`src/rtl/noc_link_arbiter.sv`:
```
// noc_link_arbiter: round-robin arbiter with bounded burst hold, sharing one 16-bit NoC link among NUM_REQ flit sources
// ports: ACLK/ARESETn clock and sync active-low reset; req_data/req_valid/req_ready per-requester flit handshake;
//        net_data_out/net_valid_out/net_ready_in registered link output; grant_id last winner; fwd_cnt/drop_cnt statistics
module noc_link_arbiter #(
  parameter int NUM_REQ = 4,
  parameter int GPU_ID = 9,
  parameter int BURST_MAX = 4,
  localparam int IW = $clog2(NUM_REQ)
) (
  input  logic                  ACLK,
  input  logic                  ARESETn,
  input  logic [NUM_REQ*16-1:0] req_data,
  input  logic [NUM_REQ-1:0]    req_valid,
  output logic [NUM_REQ-1:0]    req_ready,
  output logic [15:0]           net_data_out,
  output logic                  net_valid_out,
  input  logic                  net_ready_in,
  output logic [IW-1:0]         grant_id,
  output logic [15:0]           fwd_cnt,
  output logic [7:0]            drop_cnt
);
  localparam logic [5:0] self_id = 6'(GPU_ID);
  localparam logic [7:0] burst_max = 8'(BURST_MAX);
  logic [IW-1:0] owner, sel, idx;
  logic [7:0] burst_cnt;
  logic out_free, keep, found, accept, drop;
  logic [15:0] flit;
  assign out_free = !net_valid_out || net_ready_in;
  // owner keeps the link only while its burst budget lasts; otherwise it is scanned last
  assign keep = burst_cnt != 8'd0 && req_valid[owner] && burst_cnt < burst_max;
  always_comb begin
    sel = owner;
    idx = owner;
    found = keep;
    for (int k = 1; k <= NUM_REQ; k++) begin
      idx = IW'((int'(owner) + k) % NUM_REQ);
      if (!found && req_valid[idx]) begin
        sel = idx;
        found = 1'b1;
      end
    end
  end
  assign accept = ARESETn && out_free && req_valid[sel];
  always_comb begin
    req_ready = '0;
    req_ready[sel] = accept;
  end
  assign flit = req_data[{sel, 4'b0} +: 16];
  assign drop = flit[15:10] == self_id;
  always_ff @(posedge ACLK) begin
    if (!ARESETn) begin
      owner <= IW'(NUM_REQ - 1);
      burst_cnt <= '0;
      grant_id <= '0;
      net_data_out <= '0;
      net_valid_out <= 1'b0;
      fwd_cnt <= '0;
      drop_cnt <= '0;
    end else begin
      if (accept) begin
        owner <= sel;
        burst_cnt <= keep ? burst_cnt + 8'd1 : 8'd1;
        grant_id <= sel;
        if (drop) begin
          if (drop_cnt != 8'hFF) drop_cnt <= drop_cnt + 8'd1;
        end else begin
          net_data_out <= flit;
          net_valid_out <= 1'b1;
          fwd_cnt <= fwd_cnt + 16'd1;
        end
      end else if (!req_valid[owner]) begin
        burst_cnt <= '0;
      end
      if ((!accept || drop) && net_ready_in && net_valid_out) net_valid_out <= 1'b0;
    end
  end
endmodule

```
`config.mk`:
```
export PLATFORM = sky130hd
export DESIGN_NAME = noc_link_arbiter
export DESIGN_NICKNAME = d
export VERILOG_FILES = /design/src/rtl/noc_link_arbiter.sv
export SDC_FILE = /design/constraint.sdc
export NUM_CORES = 1
export LEC_CHECK = 0
export ABC_AREA = 1
export CORE_UTILIZATION = 45
export DETAILED_ROUTE_END_ITERATION = 7
export PLACE_DENSITY = 0.8
export SYNTH_ARGS = -nofsm -noshare
export SYNTH_HDL_FRONTEND = slang
export SYNTH_SLANG_ARGS = --single-unit
```
`constraint.sdc`:
```
create_clock -name ACLK -period 3.3 [get_ports ACLK]
set_input_delay 0.495 -clock ACLK [delete_from_list [all_inputs] [get_ports ACLK]]
set_output_delay 0.495 -clock ACLK [all_outputs]
set_load 0.02 [all_outputs]
```
==> flow_summary.yaml <==
status:
  status: "complete, no violations"
placed_design:
  place_ws_ps: -219.6
  place_area_sq_um: 4707
  place_congestion: 0.8935
  dp_hpwl_mm: 7.397
  place_inst: 745
  io_buffers: 117
sta:
  worst_pin_slew_ps: 474.3
  period_needed_ps: 3078
  relSlewSlack_pct: 68.09
  hold_viol: 0
  finalCritPeriodShare_pct: 93.26
  report.final.slew_viol_count: 0
  timing.hold.ws_ps: 448.1
  timing.final.ws_setup_ps: 222.3
  fin_skew_ps: 14.74
  max_freq_ghz: 0.3249
  setup_violations: 0
  rsz0062_at_grt: "no"
setup_path:
  worstPathCellList: "clkdlybuf4s50_1, nand2_1, nand3_1, nand2_1, nor2_1, nor2_1, nand4_2, nand2_4, nand2_1, nand2_1, nand2_1, nand2_1, nand2_1, inv_2, nand2_1, nor2_1, buf_2"
  cp-end-kind: "output pin"
  reg2regPathDepth: 23
  start_kind: "input port"
  endpoint: "req_ready[1]"
  critPathMaxFanout: 4
  worst-setup-path-type: "input port to output pin"
  r2r_slack_ps: 390
  crit_family: "simple AND/OR/NAND/NOR gates"
  crit_buf_inv: 3
  cp_num_cells: 17
  crit_required_ps: 2800
  cp-startpoint: "req_valid[3]"
  cpMostUsedCell: "nand2_1"
  cp.arrival_ps: 2580
  critPathSlowestCell: "clkdlybuf4s50_1"
  r2r-end: "drop_cnt[0]$_SDFFE_PN0P_"
  cp_slowest_stage_delay_ps: 460
  rr_startpoint: "owner[1]$_SDFFE_PN1P_"
grt:
  antenna_found_initial: 0
  grt_first_pass_wirelength_mm: 15.92
  overflow: 0
  grt_max_degree: 33
  grt_use_total_pct: 25.77
  grt_pass1_vias: 3502
drt:
  vias: 3722
  vias_per_cell: 4.943
  routed_wl_mm: 9.433
  ant_nets: 0
  drtIter0Drc: 254
  drc: 0
  wire_per_inst_microns: 12.53
  first_pass_iters: 4
clocking:
  postCtsSetupBuffers: 0
  ctsHoldBuffers: 0
  ctsResizeCount: 4
  cts_buffers: 5
  clk_latency_ps: 310
  tritoncts: "built"
  htree_levels: 2
  clk_pin_slew_worst_paths_ps: 100
  cts.sinks: 53
  clockBufferDepth: 2
  cts_root_buf: "clkbuf_8"
logic_synthesis:
  mappedNetlistArea_sq_um: 3273
  synth_most_common_cell: "nand2_1"
  synth.top_cell.area_share_pct: 32.42
  synthArstFlopShare_pct: 0
  syn_inst: 518
  synth_seq_area_share_pct: 32.42
  synth_commonest_cells: "nand2_1 (181), nor2_1 (65), dfxtp_1 (53)"
  synth_warnings: 0
  yosys_register_bits: 53
  synth_flop_cell: "dfxtp_1"
  synth.area.top_cells: "dfxtp_1 (32%), nand2_1 (21%), nand3_1 (7.5%)"
  synth-edff-count: 0
  syn_avg_cell_area_sq_um: 6.319
  synth_cell_type_count: 29
  syn-num-nets: 593
  synth_top_cell_by_area: "dfxtp_1"
die:
  die_w_microns: 87.29
  io-pin-count: 118
  core_area_sq_um: 6907
  die_area_sq_um: 7619
  die_h_microns: 87.29
  rows: 30
  start_util_pct: 47.39
cells_and_area:
  drive_gt1_share_pct: 10.20
  synthToLayoutAreaGrowth_pct: 47.40
  multi_input_area_sq_um: 1978
  post-route-util_pct: 69.86
  nets: 731
  design_area_sq_um: 4825
  finalNonFillerCells: 753
  n_fill_cell: 616
  seqCellArea_sq_um: 1062
  diodes: 0
power:
  leakagePower_nw: 2.022
  p_per_area_nw_per_um2: 1081
  ir_drop_mv: 1.093
min_path:
  hold_start: "burst_cnt[6]$_SDFFE_PN0P_"
  hold_path.class: "flop to flop"
flow_run:
  maxCapViolCount: 0
## layout make-up
cell class	instances	area share, %
Clock buffer	5	1.426
Clock inverter	3	0.9077
Inverter	36	2.853
Multi-Input combinational cell	412	41.00
Sequential cell	53	22.02
Tap cell	96	2.490
Timing Repair Buffer	148	29.31
## how the worst min path moves through the flow
stage	to	slack, ps	cells past startpoint
finish	burst_cnt[6]$_SDFFE_PN0P_	450	2
global route	burst_cnt[5]$_SDFFE_PN0P_	460	2
CTS	burst_cnt[3]$_SDFFE_PN0P_	440	2
detailed placement	burst_cnt[3]$_SDFFE_PN0P_	430	2
global placement	burst_cnt[3]$_SDFFE_PN0P_	430	2
floorplan	burst_cnt[3]$_SDFFE_PN0P_	420	2
## placed cells by master (no fill, tap or decap), types with 4 or more instances in the layout
cell type	instances
nand3_1	48
clkbuf_8	5
dfxtp_1	52
inv_2	5
clkdlybuf4s50_1	112
inv_1	30
o21ai_0	7
nand3b_1	4
nand2_1	180
nor2_2	5
xnor2_1	7
a21oi_1	29
nand2_2	5
nor4_1	4
nor3_1	9
ha_1	4
nor2_1	62
xor2_1	14
buf_4	30
nand4_1	13
o21ai_1	10
## per-stage QoR
step | power (W) | TNS [ps]
after detailed placement | 0.004754 | -1450
after floorplan | 0.003372 | 0
after global placement | 0.004688 | -663.3
after global routing | 0.005711 | 0
final | 0.005213 | 0
after CTS | 0.005188 | 0
## layer usage
layer	part of all wire [%]	up-vias	track usage, %
met2	47	118	43.68
met1	46	1642	34.16
li1	-	1946	-
met5	0	-	0
met3	4.9	16	3.223
met4	2.0	0	7.601
## cells by family (layout without fill, tap and decap cells)
family                   count (synthesis)  in the layout  share of synthesized area [%]
AND/OR/NAND/NOR                        337            337                          44.84
flip-flops                              53             53                          32.42
buffers and inverters                   53            192                          7.722
AO/OA/AOI/OAI                           50             50                          7.874
XOR/XNOR                                21             21                          5.619
adder cells (fa/ha/maj)                  4              4                          1.529
## worst min-delay path: stages (launching register included)
cell,delay [ps]
dfxtp_1,320
nand2_1,60
nor2_1,40
## power by group
group	internal, W	switching, W	total, W
Clock	0.000228	0.000225	0.000453
Sequential	0.000780	0.0000951	0.000876
Combinational	0.00151	0.00238	0.00388
Total	0.00251	0.00270	0.00521
## flip-flops by register name, summed over array words and instances (netlist names)
name	count
net_valid_out	1
net_data_out	16
grant_id	2
fwd_cnt	16
burst_cnt	8
owner	2
drop_cnt	8
Power figures use the tool's default switching activity.
